<file path="src/rtl/bcd_serial_subtractor_pkg.sv">
// bcd_serial_subtractor_pkg: shared BCD constants and FSM state encodings
package bcd_serial_subtractor_pkg;
    localparam int BCD_RADIX = 10;
    localparam int BCD_MAX   = 9;
    localparam logic [1:0] S_IDLE = 2'd0;
    localparam logic [1:0] S_SUB  = 2'd1;
    localparam logic [1:0] S_COMP = 2'd2;
    localparam logic [1:0] S_DONE = 2'd3;
endpackage

</file>
<file path="src/rtl/bcd_digit_sub.sv">
// bcd_digit_sub: single BCD digit x - y - bin with ten's-complement correction
module bcd_digit_sub
    import bcd_serial_subtractor_pkg::*;
(
    input  logic [3:0] x,
    input  logic [3:0] y,
    input  logic       bin,
    output logic [3:0] d,
    output logic       bout
);
    logic [4:0] t;
    always_comb begin
        t    = {1'b0, x} - {1'b0, y} - {4'b0, bin};
        bout = t[4];
        d    = bout ? t[3:0] + 4'(BCD_RADIX) : t[3:0];
    end
endmodule

</file>
<file path="src/rtl/bcd_serial_subtractor.sv">
// bcd_serial_subtractor: digit-serial packed-BCD |a-b| with sign and invalid flags
module bcd_serial_subtractor
    import bcd_serial_subtractor_pkg::*;
#(
    parameter int NDIGITS = 4
) (
    input  logic                 clk,
    input  logic                 rst_n,
    input  logic                 start,
    input  logic [4*NDIGITS-1:0] a,
    input  logic [4*NDIGITS-1:0] b,
    output logic                 busy,
    output logic                 done,
    output logic [4*NDIGITS-1:0] diff,
    output logic                 neg,
    output logic                 invalid
);
    localparam int W  = 4 * NDIGITS;
    localparam int CW = NDIGITS > 1 ? $clog2(NDIGITS) : 1;

    logic [1:0]    state_q, state_d;
    logic [W-1:0]  a_q, a_d, b_q, b_d, r_q, r_d, diff_q, diff_d;
    logic [CW-1:0] cnt_q, cnt_d;
    logic          brw_q, brw_d, neg_q, neg_d, inv_q, inv_d;
    logic          bad, last, bout;
    logic [3:0]    dx, dy, dd;
    logic [W-1:0]  r_sh;

    // One borrow cell serves both passes; COMP computes 0 - r_i - borrow
    assign dx = (state_q == S_SUB) ? a_q[3:0] : 4'd0;
    assign dy = (state_q == S_SUB) ? b_q[3:0] : r_q[3:0];

    bcd_digit_sub u_digit (
        .x   (dx),
        .y   (dy),
        .bin (brw_q),
        .d   (dd),
        .bout(bout)
    );

    always_comb begin
        bad = 1'b0;
        for (int i = 0; i < NDIGITS; i++)
            if (a[4*i +: 4] > 4'(BCD_MAX) || b[4*i +: 4] > 4'(BCD_MAX)) bad = 1'b1;
    end

    assign last = (cnt_q == CW'(NDIGITS - 1));
    assign r_sh = {dd, r_q[W-1:4]};

    always_comb begin
        state_d = state_q;
        a_d     = a_q;
        b_d     = b_q;
        r_d     = r_q;
        cnt_d   = cnt_q;
        brw_d   = brw_q;
        diff_d  = diff_q;
        neg_d   = neg_q;
        inv_d   = inv_q;
        case (state_q)
            S_IDLE: if (start) begin
                a_d     = a;
                b_d     = b;
                brw_d   = 1'b0;
                cnt_d   = '0;
                state_d = bad ? S_DONE : S_SUB;
                if (bad) begin
                    diff_d = '0;
                    neg_d  = 1'b0;
                    inv_d  = 1'b1;
                end
            end
            S_SUB: begin
                a_d   = a_q >> 4;
                b_d   = b_q >> 4;
                r_d   = r_sh;
                brw_d = bout;
                cnt_d = cnt_q + 1'b1;
                if (last) begin
                    if (bout) begin
                        state_d = S_COMP;
                        cnt_d   = '0;
                        brw_d   = 1'b0;
                    end else begin
                        state_d = S_DONE;
                        diff_d  = r_sh;
                        neg_d   = 1'b0;
                        inv_d   = 1'b0;
                    end
                end
            end
            S_COMP: begin
                r_d   = r_sh;
                brw_d = bout;
                cnt_d = cnt_q + 1'b1;
                if (last) begin
                    state_d = S_DONE;
                    diff_d  = r_sh;
                    neg_d   = 1'b1;
                    inv_d   = 1'b0;
                end
            end
            default: state_d = S_IDLE;
        endcase
    end

    always_ff @(posedge clk or negedge rst_n) begin
        if (!rst_n) begin
            state_q <= S_IDLE;
            a_q     <= '0;
            b_q     <= '0;
            r_q     <= '0;
            cnt_q   <= '0;
            brw_q   <= 1'b0;
            diff_q  <= '0;
            neg_q   <= 1'b0;
            inv_q   <= 1'b0;
        end else begin
            state_q <= state_d;
            a_q     <= a_d;
            b_q     <= b_d;
            r_q     <= r_d;
            cnt_q   <= cnt_d;
            brw_q   <= brw_d;
            diff_q  <= diff_d;
            neg_q   <= neg_d;
            inv_q   <= inv_d;
        end
    end

    assign busy    = (state_q != S_IDLE);
    assign done    = (state_q == S_DONE);
    assign diff    = diff_q;
    assign neg     = neg_q;
    assign invalid = inv_q;
endmodule
</file>
<file path="config.mk">
export PLATFORM = sky130hd
export DESIGN_NAME = bcd_serial_subtractor
export DESIGN_NICKNAME = d
export VERILOG_FILES = /design/src/rtl/bcd_serial_subtractor_pkg.sv /design/src/rtl/bcd_digit_sub.sv /design/src/rtl/bcd_serial_subtractor.sv
export SDC_FILE = /design/constraint.sdc
export NUM_CORES = 1
export LEC_CHECK = 0
export BUFFER_PORTS_ARGS = -buffer_cell sky130_fd_sc_hd__clkbuf_2
export CORE_ASPECT_RATIO = 1.5
export CORE_UTILIZATION = 59
export CTS_CLUSTER_DIAMETER = 150
export DETAILED_ROUTE_END_ITERATION = 8
export GPL_TIMING_DRIVEN = 0
export PLACE_DENSITY = 0.83
export SYNTH_ARGS = -nofsm -noshare
export SYNTH_HDL_FRONTEND = slang
export SYNTH_SLANG_ARGS = --single-unit
</file>
<file path="constraint.sdc">
create_clock -name clk -period 8.6 [get_ports clk]
set_input_delay 1.72 -clock clk [delete_from_list [all_inputs] [get_ports clk]]
set_output_delay 1.72 -clock clk [all_outputs]
set_load 0.01 [all_outputs]
</file>
==> results.py, run 1 <==
metrics = {
    "critical_path": {
        "critPathMaxStageDelay_ns": 0.45,
        "crit_slowest_cell": "fa_1",
        "cp_max_fo": 10,
        "arrival_ns": 4.59,
        "worstPathRequired_ns": 8.84,
        "reg2reg_depth": 15,
        "worstPathCellList": "inv_1 -> ha_1 -> clkbuf_1 -> clkbuf_1 -> buf_2 -> mux2i_1 -> fa_1 -> fa_1 -> nand2b_4 -> a22o_1 -> nor2_2 -> o221a_1 -> buf_6 -> buf_12 -> mux2_4",
        "cp-start-kind": "flip-flop",
        "crit_type": "flip-flop to flip-flop",
        "cp-end-kind": "flip-flop",
    },
    "synth": {
        "synthArstFlopShare": 1.000,
        "postSynthAreaPerCell_sq_um": 10.70,
        "syn_inst": 328,
        "synth_top_family_by_area": "multiplexers",
        "synth_seq_area_share": 0.5062,
        "ys_ff_latch": 71,
        "syn-num-nets": 376,
        "synthAdderAreaFrac": 0.05062,
        "synth_compound_area_frac": 0.1330,
        "ys.flop_type": "dfrtp_1",
        "synthMuxAreaShare": 0.1490,
        "synth_xor_area_frac": 0.002496,
        "yosysTopAreaCellShare": 0.5062,
        "yosys.cell_types.count": 40,
        "synth_top_area_cell": "dfrtp_1",
        "synth_edf_count": 0,
        "post-synth-top-count-cell": "dfrtp_1",
        "yosys-top-cells-area": "dfrtp_1 51%, mux2i_1 9.1%, o21ai_0 7.1%",
        "synth.cells.most_frequent": "71 x dfrtp_1, 50 x o21ai_0, 42 x nand2_1, 32 x mux2i_1, 17 x inv_1",
        "yosysWarnings": 0,
        "yosys.area_share.simple": 0.1148,
        "synth_area_sq_um": 3510,
    },
    "route": {
        "first_iter_violations": 141,
        "drt.antenna.violating_nets": 0,
        "viasPerCell": 5.516,
        "wire_per_inst_um": 15.20,
        "wl_um": 7157,
        "first_pass_iters": 4,
        "drc": 0,
        "vias": 2598,
    },
    "clock_tree": {
        "numCtsBuffers": 9,
        "cts_resized": 0,
        "cts_tree": "done",
        "cts.clk_slew.worst_paths_ns": 0.07,
        "cts_setup_buffers": 0,
        "clockBufferDepth": 2,
        "cts-root-buf": "clkbuf_8",
        "clkLatencyLatePin_ns": 0.36,
        "h-tree-depth": 3,
        "ctsHoldBuffers": 0,
        "clock-sinks": 71,
    },
    "timing": {
        "rsz0062_at_grt": "false",
        "hold_viol_final": 0,
        "slew_viol_final": 0,
        "hold_ws_ns": 0.4769,
        "setup_viol": 0,
        "fin_crit_sh": 0.5058,
        "worstMarginPinSlew_ns": 0.7404,
        "setup_ws_ns": 4.250,
        "relSlewSlack": 0.4923,
        "finalClockSkew_ns": 0.007402,
        "setup_tns_ns": 0,
        "fmax_ghz": 0.2299,
        "min_period_ns": 4.350,
    },
    "power": {
        "p_per_area_nw_per_um2": 435.6,
        "total_power_uw": 1792,
        "peakVddDrop_uv": 197.8,
        "leakage_uw": 0.002068,
    },
    "hold_path": {
        "hold_class": "flip-flop to flip-flop",
        "holdPathStages": 2,
    },
    "die": {
        "start_util": 0.6066,
        "dieArea_sq_um": 6267,
        "pin_count": 55,
        "coreArea_sq_um": 5786,
        "die_h_um": 96.46,
        "rows": 34,
        "die_w_um": 64.98,
    },
    "layout": {
        "antenna_cells": 0,
        "nets": 442,
        "drive_gt1_frac": 0.2406,
        "final_core_util": 0.7111,
        "fillers": 458,
        "area_growth_pct": 17.22,
    },
    "global_routing": {
        "grt_pass1_vias": 2641,
        "grt_max_degree": 41,
        "grt_util_all_layers": 0.2588,
        "grt_overflow": 0,
        "grt_pass1_wl_um": 11950,
        "antenna_found_initial": 0,
    },
    "run_status": {
        "status": "completed",
    },
    "placement": {
        "place_ws_ns": 4.267,
        "port_buffers": 54,
        "gp_congestion": 0.8625,
        "dp_hpwl_um": 5434,
    },
    "job": {
        "cap_violations": 0,
    },
}
==> routing by layer <==
metal / vias up / GRT usage / wire length [um]
met3: 17 / 0.04225 / 235
met5: - / 0 / 0
met2: 68 / 0.4722 / 3888
met1: 1258 / 0.2808 / 2822
li1: 1255 / - / -
met4: 0 / 0.1463 / 210
==> cell type report <==
class | count | area (sq um) | share of cell area
buffer | 17 | 90.09 | 0.02190
tap | 72 | 90.09 | 0.02190
timing repair buffer | 55 | 292.8 | 0.07117
inverter | 17 | 63.81 | 0.01551
clock buffer | 10 | 137.6 | 0.03345
clock inverter | 6 | 83.83 | 0.02038
multi-input combinational | 223 | 1579 | 0.3838
sequential | 71 | 1777 | 0.4319
==> worst max-delay path: cells and delay by family, from the launching register on <==
family / cells / cell delay (ns)
buf+inv: 6 / 1.45
compound gates: 2 / 0.48
mux: 2 / 0.45
flops: 1 / 0.40
fa+ha+maj: 3 / 1.07
simple gates: 2 / 0.38
==> path summary, 6_finish.rpt <==
check,from,slack [ns],endpoint
max in group asynchronous,rst_n,6.72,state_q[1]
worst min register to register,b_q[2],0.48,b_q[2]
worst max register to register,state_q[1],4.25,diff[3]
worst max-delay path,state_q[1],4.25,diff[3]
min in group asynchronous,rst_n,1.33,diff[3]
worst min-delay path,b_q[2],0.48,b_q[2]
==> registers in the layout (all words and copies together), names as in the netlist <==
name	cells
cnt_q	2
neg	1
r_q	16
a_q	16
diff	16
b_q	16
invalid	1
brw_q	1
state_q	2
==> metrics by stage <==
| step | instances | area, sq um |
|---|---|---|
| after floorplan | 328 | 3510 |
| after global placement | 454 | 3870 |
| after detailed placement | 455 | 3892 |
| after CTS | 471 | 4114 |
| after global routing | 471 | 4114 |
| final | 471 | 4114 |
==> placed cells by master (no fill, tap or decap), types with 2 or more instances in the layout <==
master     synthesis  layout
a21o_1            13      13
a21oi_1            3       3
a22o_1             2       2
and2_1             7       7
buf_12             1       2
buf_2              2       2
bufinv_16          0       2
clkbuf_1          12      12
clkbuf_2           0      53
clkbuf_8           0      10
clkinv_2           0       3
dfrtp_1           71      71
fa_1               2       2
ha_1              11      11
inv_1             17      17
mux2_2            10      10
mux2_4             6       6
mux2i_1           32      32
nand2_1           42      42
nand2b_1          10      10
nand4_1            2       2
nor2_1             9       9
nor3_1             4       4
o21ai_0           50      50
o31ai_1            2       2
or2_2              2       2
==> cells by family after synthesis <==
| logic type | Yosys count |
|---|---|
| flip-flops | 71 |
| buffers and inverters | 34 |
| AO/OA/AOI/OAI | 77 |
| XOR/XNOR | 1 |
| AND/OR/NAND/NOR | 84 |
| multiplexers | 48 |
| adder cells (fa/ha/maj) | 13 |
==> where the power goes <==
part	leakage, uW	total [uW]	internal [uW]	switching [uW]
logic	0.00105	943	427	516
registers	0.000905	552	482	70.6
clock network	0.000116	297	170	127
Power figures use the tool's default switching activity.
==> inputs of run 2 (changes only) <==
CORE_UTILIZATION = 56   (was 59)
PLACE_DENSITY = 0.79   (was 0.83)
clock period = 4.5 ns   (was 8.6 ns; I/O delays follow)
==> run 2 against run 1 <==
Against the previous run:
- highest routed layer unchanged
- critical endpoint is now diff[4]
- count of clock-buffer cells in the layout is 3 higher
- worst setup slack got worse by 3.9 ns
- routed wire length shrank 3.0%
- worst hold slack lost 0.0020 ns
- non-clock buffer count unchanged
- critical path type unchanged
- clock skew shrank 0.00071 ns
- critical path depth did not move
==> results.py, run 2 (synthesis results as in run 1) <==
metrics = {
    "critical_path": {
        "cp_max_fo": 10,
        "crit_end": "diff[4]",
        "regToRegSetupSlack_ns": 0.30,
        "reg2reg_depth": 15,
        "r2r_end": "diff[4]",
        "startpoint": "state_q[1]",
        "cp-start-kind": "flip-flop",
        "arrival_ns": 4.41,
        "r2r_start": "state_q[1]",
        "crit_type": "flip-flop to flip-flop",
        "cp-end-kind": "flip-flop",
        "crit_top_cell": "ha_1",
        "critPathMaxStageDelay_ns": 0.58,
        "worstPathRequired_ns": 4.72,
        "crit_slowest_cell": "clkbuf_1",
        "worstPathCellList": "inv_1 -> ha_1 -> clkbuf_1 -> clkbuf_1 -> mux2_2 -> ha_1 -> inv_1 -> ha_1 -> and2_0 -> a22o_1 -> nor2_2 -> o221a_1 -> buf_6 -> buf_12 -> mux2_4",
    },
    "layout": {
        "mostFrequentLayoutCell": "dfrtp_1",
        "final_core_util": 0.6670,
        "fillers": 519,
        "fin_cells": 471,
        "stdcell_area_sq_um": 4060,
        "area_growth_pct": 15.69,
        "drive_gt1_frac": 0.2343,
        "final_cell_mix": "71 x dfrtp_1, 54 x clkbuf_2, 50 x o21ai_0, 42 x nand2_1, 32 x mux2i_1",
        "antenna_cells": 0,
        "seqCellArea_sq_um": 1777,
        "nets": 442,
        "multiInputGateArea_sq_um": 1579,
    },
    "clock_tree": {
        "clkLatencyLatePin_ns": 0.33,
        "clockBufferDepth": 2,
        "clock-sinks": 71,
        "cts.clk_slew.worst_paths_ns": 0.07,
        "cts_setup_buffers": 0,
        "cts-root-buf": "clkbuf_8",
        "cts_tree": "done",
        "numCtsBuffers": 9,
        "h-tree-depth": 3,
    },
    "hold_path": {
        "hold_class": "flip-flop to flip-flop",
    },
    "global_routing": {
        "grt_pass1_wl_um": 11640,
        "grt_overflow": 0,
        "grt_max_degree": 43,
        "grt_util_all_layers": 0.2362,
        "grt_pass1_vias": 2571,
        "antenna_found_initial": 0,
    },
    "timing": {
        "slew_viol_final": 0,
        "relSlewSlack": 0.5038,
        "setup_viol": 0,
        "hold_viol_final": 0,
        "fin_crit_sh": 0.9326,
        "rsz0062_at_grt": "false",
        "fmax_ghz": 0.2383,
        "finalClockSkew_ns": 0.006689,
        "worstMarginPinSlew_ns": 0.7236,
        "setup_tns_ns": 0,
        "min_period_ns": 4.197,
    },
    "die": {
        "dieArea_sq_um": 6594,
        "die_h_um": 98.96,
        "coreArea_sq_um": 6087,
        "rows": 35,
        "start_util": 0.5766,
        "die_w_um": 66.64,
        "pin_count": 55,
    },
    "power": {
        "p_per_area_nw_per_um2": 807.3,
        "total_power_uw": 3278,
        "leakage_uw": 0.002041,
        "peakVddDrop_uv": 412.8,
    },
    "route": {
        "wire_per_inst_um": 14.74,
        "first_pass_iters": 5,
        "vias": 2548,
        "first_iter_violations": 115,
        "viasPerCell": 5.410,
        "wl_um": 6942,
        "drt.antenna.violating_nets": 0,
        "drc": 0,
    },
    "placement": {
        "port_buffers": 54,
        "dp.cells": 457,
        "dpl_cell_area_sq_um": 3895,
        "gp_congestion": 0.8620,
        "dp_hpwl_um": 5297,
    },
    "job": {
        "cap_violations": 0,
    },
    "run_status": {
        "status": "completed",
    },
}
==> run 2: cell types whose count changed in the layout (fill, tap and decap cells not counted), sizes merged <==
cell and delta:
clkbuf +3, clkinv -3, bufinv -2
==> run 2: worst min-delay path by stage <==
stage / startpoint / to / slack (ns) / cells after the start
2_1_floorplan: a_q[0] / a_q[0] / 0.44 / 2
3_3_place_gp: r_q[4] / r_q[4] / 0.45 / 1
3_5_place_dp: r_q[8] / r_q[8] / 0.46 / 1
4_1_cts: r_q[5] / r_q[5] / 0.48 / 1
5_1_grt: r_q[5] / r_q[5] / 0.49 / 1
6_report: r_q[5] / r_q[5] / 0.47 / 1
==> run 2: where the power goes <==
group          internal (uW)  switching, uW  total [uW]
clock                    224            213         437
sequential               921            132        1050
combinational            815            973        1790
total                   1960           1320        3280
==> run 2: cell type report <==
class / count / area share
Sequential cell: 71 / 0.4376
Multi-Input combinational cell: 223 / 0.3889
Timing Repair Buffer: 55 / 0.07211
Clock buffer: 13 / 0.03914
Tap cell: 74 / 0.02280
Buffer: 17 / 0.02250
Inverter: 17 / 0.01572
Clock inverter: 1 / 0.001233
==> run 2: layer usage <==
layer  track usage  routed length (um)
met5             0                   0
met3       0.04514                 209
met2        0.4242                3780
met1        0.2706                2830
met4       0.08347                 122
==> run 2: through the flow <==
stage	setup slack, ns	hold WS [ns]
finish	0.3034	0.4749
global route	0.02516	0.4853
CTS	0.1060	0.4769
detailed placement	0.1273	0.4609
global placement	0.1536	0.4544
floorplan	0.7304	0.4418
==> run 2: repair_timing <==
action	CTS	global route
gates resized for setup	0	2
endpoints found under the setup margin	0	6
hold buffers	0	0
==> run 2: critical path, delay by kind of cell, from the launching register on <==
kind / cells / cell delay (ns)
buffers and inverters: 6 / 1.32
adder cells (fa/ha/maj): 3 / 0.80
multiplexers: 2 / 0.71
AO/OA/AOI/OAI: 2 / 0.50
flip-flops: 1 / 0.39
AND/OR/NAND/NOR: 2 / 0.37
